==> src/rtl/reg_write_sched_if.sv <==
// reg_write_sched_if: requester, register-port and status signals of the write scheduler
interface reg_write_sched_if #(
    parameter int DATA_WIDTH = 16
);
    logic                  init_req;
    logic                  a_valid;
    logic [7:0]            a_addr;
    logic [DATA_WIDTH-1:0] a_data;
    logic                  a_ready;
    logic                  m_valid;
    logic [7:0]            m_addr;
    logic [DATA_WIDTH-1:0] m_data;
    logic                  m_ready;
    logic                  wr_en;
    logic [7:0]            wr_addr;
    logic [DATA_WIDTH-1:0] wr_data;
    logic                  init_done;
    logic                  err_oob;
    modport master (
        output init_req, a_valid, a_addr, a_data, m_valid, m_addr, m_data,
        input  a_ready, m_ready, wr_en, wr_addr, wr_data, init_done, err_oob
    );
    modport slave (
        input  init_req, a_valid, a_addr, a_data, m_valid, m_addr, m_data,
        output a_ready, m_ready, wr_en, wr_addr, wr_data, init_done, err_oob
    );
endinterface

==> src/rtl/reg_write_sched.sv <==
// reg_write_sched: round-robin ALU/load arbiter for the register write port with a clear pass after reset/init_req
module reg_write_sched #(
    parameter int ADDR_WIDTH = 5,
    parameter int DATA_WIDTH = 16,
    parameter int RAM_DEPTH  = 1 << ADDR_WIDTH
) (
    input  logic            clk,
    input  logic            rst,
    reg_write_sched_if.slave bus
);
    typedef enum logic {INIT, RUN} state_t;
    localparam logic [ADDR_WIDTH-1:0] LAST = ADDR_WIDTH'(RAM_DEPTH - 1);
    localparam logic [8:0] DEPTH9 = 9'(RAM_DEPTH);
    state_t                state_q, state_d;
    logic [ADDR_WIDTH-1:0] cnt_q, cnt_d;
    logic                  prio_q, prio_d;
    logic                  wr_en_q, wr_en_d;
    logic [7:0]            wr_addr_q, wr_addr_d;
    logic [DATA_WIDTH-1:0] wr_data_q, wr_data_d;
    logic                  err_q, err_d;
    logic                  gnt_a, gnt_m, both;
    logic [7:0]            sel_addr;
    logic [DATA_WIDTH-1:0] sel_data;
    // prio_q=1 means M wins the next contended cycle
    assign both     = bus.a_valid && bus.m_valid;
    assign gnt_a    = state_q == RUN && !bus.init_req && bus.a_valid && (!bus.m_valid || !prio_q);
    assign gnt_m    = state_q == RUN && !bus.init_req && bus.m_valid && !gnt_a;
    assign sel_addr = gnt_a ? bus.a_addr : bus.m_addr;
    assign sel_data = gnt_a ? bus.a_data : bus.m_data;
    always_comb begin
        state_d   = state_q;
        cnt_d     = cnt_q;
        prio_d    = prio_q;
        wr_en_d   = 1'b0;
        wr_addr_d = wr_addr_q;
        wr_data_d = wr_data_q;
        err_d     = err_q;
        if (state_q == INIT) begin
            wr_en_d   = 1'b1;
            wr_addr_d = 8'(cnt_q);
            wr_data_d = '0;
            cnt_d     = cnt_q == LAST ? '0 : cnt_q + 1'b1;
            state_d   = cnt_q == LAST ? RUN : INIT;
        end else if (bus.init_req) begin
            state_d = INIT;
            cnt_d   = '0;
        end else if (gnt_a || gnt_m) begin
            prio_d = both ? ~prio_q : prio_q;
            if ({1'b0, sel_addr} < DEPTH9) begin
                wr_en_d   = 1'b1;
                wr_addr_d = sel_addr;
                wr_data_d = sel_data;
            end else begin
                err_d = 1'b1;
            end
        end
    end
    always_ff @(posedge clk) begin
        if (rst) begin
            state_q   <= INIT;
            cnt_q     <= '0;
            prio_q    <= 1'b0;
            wr_en_q   <= 1'b0;
            wr_addr_q <= '0;
            wr_data_q <= '0;
            err_q     <= 1'b0;
        end else begin
            state_q   <= state_d;
            cnt_q     <= cnt_d;
            prio_q    <= prio_d;
            wr_en_q   <= wr_en_d;
            wr_addr_q <= wr_addr_d;
            wr_data_q <= wr_data_d;
            err_q     <= err_d;
        end
    end
    assign bus.a_ready   = gnt_a;
    assign bus.m_ready   = gnt_m;
    assign bus.wr_en     = wr_en_q;
    assign bus.wr_addr   = wr_addr_q;
    assign bus.wr_data   = wr_data_q;
    assign bus.init_done = state_q == RUN;
    assign bus.err_oob   = err_q;
endmodule

==> src/flat_wrapper.sv <==
// flat-port wrapper written by rule: the top's interface ports become plain ports
module reg_write_sched_flat 
#(
    parameter int ADDR_WIDTH = 5,
    parameter int DATA_WIDTH = 16,
    parameter int RAM_DEPTH  = 1 << ADDR_WIDTH
)
  (clk, rst, bus_init_req, bus_a_valid, bus_a_addr, bus_a_data, bus_m_valid, bus_m_addr, bus_m_data, bus_a_ready, bus_m_ready, bus_wr_en, bus_wr_addr, bus_wr_data, bus_init_done, bus_err_oob);
  reg_write_sched_if #(.DATA_WIDTH(DATA_WIDTH)) bus_i ();
  input  logic clk;
  input  logic rst;
  input wire logic [$bits(bus_i.init_req)-1:0] bus_init_req;
  input wire logic [$bits(bus_i.a_valid)-1:0] bus_a_valid;
  input wire logic [$bits(bus_i.a_addr)-1:0] bus_a_addr;
  input wire logic [$bits(bus_i.a_data)-1:0] bus_a_data;
  input wire logic [$bits(bus_i.m_valid)-1:0] bus_m_valid;
  input wire logic [$bits(bus_i.m_addr)-1:0] bus_m_addr;
  input wire logic [$bits(bus_i.m_data)-1:0] bus_m_data;
  output wire logic [$bits(bus_i.a_ready)-1:0] bus_a_ready;
  output wire logic [$bits(bus_i.m_ready)-1:0] bus_m_ready;
  output wire logic [$bits(bus_i.wr_en)-1:0] bus_wr_en;
  output wire logic [$bits(bus_i.wr_addr)-1:0] bus_wr_addr;
  output wire logic [$bits(bus_i.wr_data)-1:0] bus_wr_data;
  output wire logic [$bits(bus_i.init_done)-1:0] bus_init_done;
  output wire logic [$bits(bus_i.err_oob)-1:0] bus_err_oob;
  assign bus_i.init_req = bus_init_req;
  assign bus_i.a_valid = bus_a_valid;
  assign bus_i.a_addr = bus_a_addr;
  assign bus_i.a_data = bus_a_data;
  assign bus_i.m_valid = bus_m_valid;
  assign bus_i.m_addr = bus_m_addr;
  assign bus_i.m_data = bus_m_data;
  assign bus_a_ready = bus_i.a_ready;
  assign bus_m_ready = bus_i.m_ready;
  assign bus_wr_en = bus_i.wr_en;
  assign bus_wr_addr = bus_i.wr_addr;
  assign bus_wr_data = bus_i.wr_data;
  assign bus_init_done = bus_i.init_done;
  assign bus_err_oob = bus_i.err_oob;
  reg_write_sched #(.ADDR_WIDTH(ADDR_WIDTH), .DATA_WIDTH(DATA_WIDTH), .RAM_DEPTH(RAM_DEPTH)) u_core (.clk(clk), .rst(rst), .bus(bus_i));
endmodule
==> config.mk <==
export PLATFORM = sky130hd
export DESIGN_NAME = reg_write_sched_flat
export DESIGN_NICKNAME = d
export VERILOG_FILES = /design/src/rtl/reg_write_sched_if.sv /design/src/rtl/reg_write_sched.sv /design/src/flat_wrapper.sv
export SDC_FILE = /design/constraint.sdc
export NUM_CORES = 1
export LEC_CHECK = 0
export CAP_MARGIN = 10
export CORE_MARGIN = 2
export CORE_UTILIZATION = 40
export CTS_CLUSTER_DIAMETER = 80
export DETAILED_ROUTE_END_ITERATION = 8
export GPL_ROUTABILITY_DRIVEN = 0
export PLACE_DENSITY = 0.85
export SYNTH_ARGS = -nofsm -noshare
export SYNTH_HDL_FRONTEND = slang
export SYNTH_SLANG_ARGS = --single-unit
==> constraint.sdc <==
create_clock -name clk -period 1.85 [get_ports clk]
set_input_delay 0.2775 -clock clk [delete_from_list [all_inputs] [get_ports clk]]
set_output_delay 0.2775 -clock clk [all_outputs]
set_load 0.02 [all_outputs]
-- After elaboration in Yosys (flattened, before gate mapping)
Index checks and enable logic that the tools add are counted.
Widths: inputs -> output; s select.
- reduce and logical (&&, ||, !) cells: 17
- muxes and demuxes: 16
- order comparisons: 1
- bitwise operators: 4
- eq/ne operators: 5
- $add $sub $neg: 1
- operators by type and width (operator ; number):
    $mux 5 ; 7
    $mux 16 ; 1
    $lt 8x6->1 const B ; 1
    $mux 8 ; 1
    $ne 2x2->1 const B ; 4
    $reduce_and 4->1 ; 2
    $mux 1 ; 7
    $logic_and 1x1->1 ; 6
    $reduce_and 3->1 ; 2
    $add 5x1->5 const B ; 1
    $eq 5x5->1 const B ; 1
    $logic_not 1->1 ; 4
    $not 1->1 ; 4
    $logic_or 1x1->1 ; 2
    $reduce_or 2->1 ; 1
- logic and storage cells: 52
- input port bits: 53
- output and inout port bits: 29
- register bits: 33

-- Longest topological paths before layout
- word-level depth: 10
- depth in mapped cells: 8
- gate-level depth less buffers: 6

-- Worst setup path before layout
OpenSTA, ideal clock, no wires.
- kind: reg-to-output
- from: reg u_core.state_q, in the netlist u_core.bus.init_done
- to: out bus_m_ready
- path buffers: 3
- cell stages (with the launch flop): 7
- setup slack: 0.096 ns
- required time: 1.572 ns
- arrival: 1.477 ns
- path through: dfxtp_1 -> buf_6 -> nor2b_4 -> buf_6 -> nand3_2 -> clkbuf_1 -> and3_1
- word-level cells in the longest chain between the ends: 5
- elaborated cells on any way between the ends: 6
- those cells by class: reduce/logical (6)
- ends and longest elaborated chain (item ; line ; text):
    start, declared ; reg_write_sched.sv:14 ; state_t state_q, state_d;
    start signal, assigned ; reg_write_sched.sv:68 ; state_q <= state_d;
    $logic_and 1x1->1 (*) ; reg_write_sched.sv:26, reg_write_sched.sv:27 ;
    $logic_and 1x1->1 (2 in a row) ; reg_write_sched.sv:26 ; assign gnt_a = state_q == RUN && !bus.init_req && bus.a_valid && (!bus.m_valid || !prio_q);
    $logic_not 1->1 ; reg_write_sched.sv:27 ; assign gnt_m = state_q == RUN && !bus.init_req && bus.m_valid && !gnt_a;
    $logic_and 1x1->1 (*) ; reg_write_sched.sv:27 ;
    end, declared ; flat_wrapper.sv:20 ; output wire logic [$bits(bus_i.m_ready)-1:0] bus_m_ready;
Every way passes the cells marked *; elsewhere a longest branch is shown, timed or not.

-- Worst setup path after layout
- from: reg u_core.state_q, in the netlist u_core.bus.init_done
- to: out bus_init_done
- RTL lines (item ; line ; text):
    end, declared ; flat_wrapper.sv:24 ; output wire logic [$bits(bus_i.init_done)-1:0] bus_init_done;
No word-level cell between the ends.

==> results.toml <==
[sta]
rsz0062_at_grt = "no"
max_slew.worst_pin.slew_ns = 0.481
timing.slew.headroom_pct = 67.9
fin_crit_sh_pct = 94.9
fmax_ghz = 0.570
finalSetupTns_ns = 0
finalSetupViolations = 0
finalClockSkew_ns = 0.00545
min_period_ns = 1.75
slew_viol_final = 0
fin_ws_ns = 0.0950
hold_viol_final = 0

[synthesis]
synth.mux.area_fraction_pct = 0
avgSynthCellArea_um2 = 8.92
synth_cell_types = 37
syn_inst = 190
ys_warn_count = 0
synth_area_um2 = 1700
synth-seq-area-share_pct = 39.0
synth-seq-cells = 33
yosys.area_share.simple_pct = 30.2
synth_compound_area_share_pct = 21.9
synth_top_family_by_area = "simple AND/OR/NAND/NOR gates"
synthAdderAreaFrac_pct = 1.48
synth_xor_area_share_pct = 0.517
syn_nets = 245

[flow_run]
cap_violations = 0

[worst_setup_path]
rr_worst_depth = 6
slowest_delay_ns = 0.63
crit_arrival_ns = 1.48
endpoint_kind = "output pin"
worst-path-max-fanout = 19
crit_chain = "buf_4, clkdlybuf4s50_1"
cp-start-kind = "flip-flop"
worstPathRequired_ns = 1.57
cp_slowest_cell = "clkdlybuf4s50_1"
path_class = "flip-flop to output pin"

[floorplanning]
core_um2 = 4030
ios = 82
die_h_um = 69.1
die_w_um = 69.1
die-area_um2 = 4780
initial_core_util_pct = 42.1
rows = 23

[min_path]
min_path_type = "flip-flop to flip-flop"
hold_depth = 2

[clock_tree]
clockRootBuffer = "clkbuf_8"
postCtsSetupBuffers = 0
cts.path.max_buffers = 2
cts-resized-gates = 3
clock_latency_ns = 0.29
cts.clk_slew.worst_paths_ns = 0.06
cts_buffers = 5
cts_tree = "built"
htree_num_levels = 2
cts_sinks = 33
cts_hold_buf = 0

[route]
antenna_left = 0
first_iter_violations = 108
routed_wl_um = 5160
wl_per_cell_um = 15.5
vias_per_cell = 5.57
drc = 0
first_pass_iters = 4
vias = 1850

[final_layout]
num_antenna_cells = 0
drive_gt1_share_pct = 14.5
areaGrowthSynthToFinish_pct = 60.0
final_cell_mix = "clkdlybuf4s50_1, nand2_1, dfxtp_1"
final_common_cell = "clkdlybuf4s50_1"
layout.nets = 336

[place]
hpwl_um = 3850
pre_cts_ws_ns = -0.219
port_buffers = 81

[pwr]
power_density_nw_per_um2 = 531
cellLeakagePower_nw = 0.969
ir_worst_vdd_mv = 0.300

[global_route]
met3_usage_pct = 6.73
grt.met2_usage_pct = 38.0
track_usage_pct = 21.4
grt_first_pass_wirelength_um = 8250
antenna_found_initial = 0
overflow = 0
grt_pass1_vias = 1771
grt_use_met1_pct = 24.1
top_usage_layer = "met2"
grt_max_degree = 23

[run_status]
status = "completed"
==> flip-flops by register name, indices dropped and copies added, names as in the netlist <==
name / cells
u_core.bus.err_oob: 1
u_core.bus.init_done: 1
u_core.bus.wr_addr: 8
u_core.bus.wr_data: 16
u_core.bus.wr_en: 1
u_core.cnt_q: 5
u_core.prio_q: 1
==> metal layers <==
metal,vias up,share of wire (%)
met4,0,1.1
met5,-,0
met3,8,6.7
li1,895,-
met2,73,52
met1,874,40
==> path summary, 6_finish.rpt <==
path / from / endpoint / slack, ns
max reg2reg: u_core.bus.init_done / u_core.bus.wr_data[0] / 0.19
min reg2reg: u_core.bus.err_oob / u_core.bus.err_oob / 0.45
max: u_core.bus.init_done / bus_init_done / 0.1
min: u_core.bus.err_oob / u_core.bus.err_oob / 0.45
==> cells in the mapped netlist <==
library cell	instances	area [um^2]
clkbuf_1	6	22.5
a311oi_1	10	87.6
a211o_1	1	8.76
o21ai_1	1	5.00
nand2b_1	7	43.8
nand2_1	34	128
or2_1	1	6.26
buf_4	2	15.0
nor2_1	5	18.8
nor2b_4	1	13.8
nand3_1	1	5.00
or4_1	4	30.0
or3_1	1	6.26
and2_1	1	6.26
o41ai_1	5	43.8
buf_2	4	20.0
nand3_2	1	10.0
o32ai_1	5	43.8
a21oi_1	6	30.0
nor3_1	25	125
buf_6	4	45.0
nor4_1	1	6.26
a211oi_1	1	7.51
o32a_1	1	10.0
o21ai_0	2	10.0
ha_1	2	25.0
a311oi_2	7	105
xor2_1	1	8.76
nand4_1	2	12.5
dfxtp_1	33	661
or3_4	1	11.3
o2111a_4	1	20.0
inv_1	4	15.0
nand3b_1	3	22.5
nor3b_2	3	37.5
and3_1	2	12.5
nor3_4	1	16.3
==> cell type report <==
cell class / count / area, um^2
repair buffers: 100 / 975
well taps: 50 / 62.6
inverters: 4 / 15.0
clock inverters: 2 / 10.0
flip-flops and latches: 33 / 661
multi-input cells: 137 / 917
clock buffers: 6 / 72.6
fillers: 339 / 1320
==> per-stage QoR <==
step	area (um^2)	util [%]	hold slack, ns	total power, mW	cells
6_report	2710	67.3	0.453	1.44	332
5_1_grt	2710	67.3	0.483	1.50	332
4_1_cts	2710	67.3	0.461	1.45	332
3_5_place_dp	2630	65.4	0.445	0.936	324
3_3_place_gp	2630	65.4	0.443	0.931	324
2_1_floorplan	1700	-	0.356	0.790	190
==> worst max-delay path: cells and delay by family, from the launching register on <==
family   cells  cell delay [ns]
buf+inv      2             0.85
flops        1             0.34
==> cells by family (layout without fill, tap and decap cells) <==
| family | Yosys count | after routing |
|---|---|---|
| simple gates | 94 | 94 |
| flops | 33 | 33 |
| xor+xnor | 1 | 1 |
| fa+ha+maj | 2 | 2 |
| buf+inv | 20 | 112 |
| compound gates | 40 | 40 |
==> power breakdown <==
part           internal [mW]  total [mW]  switching [mW]
clock network          0.260       0.521           0.261
logic                  0.130       0.188          0.0585
registers              0.721       0.731         0.00987
Power figures use the tool's default switching activity.
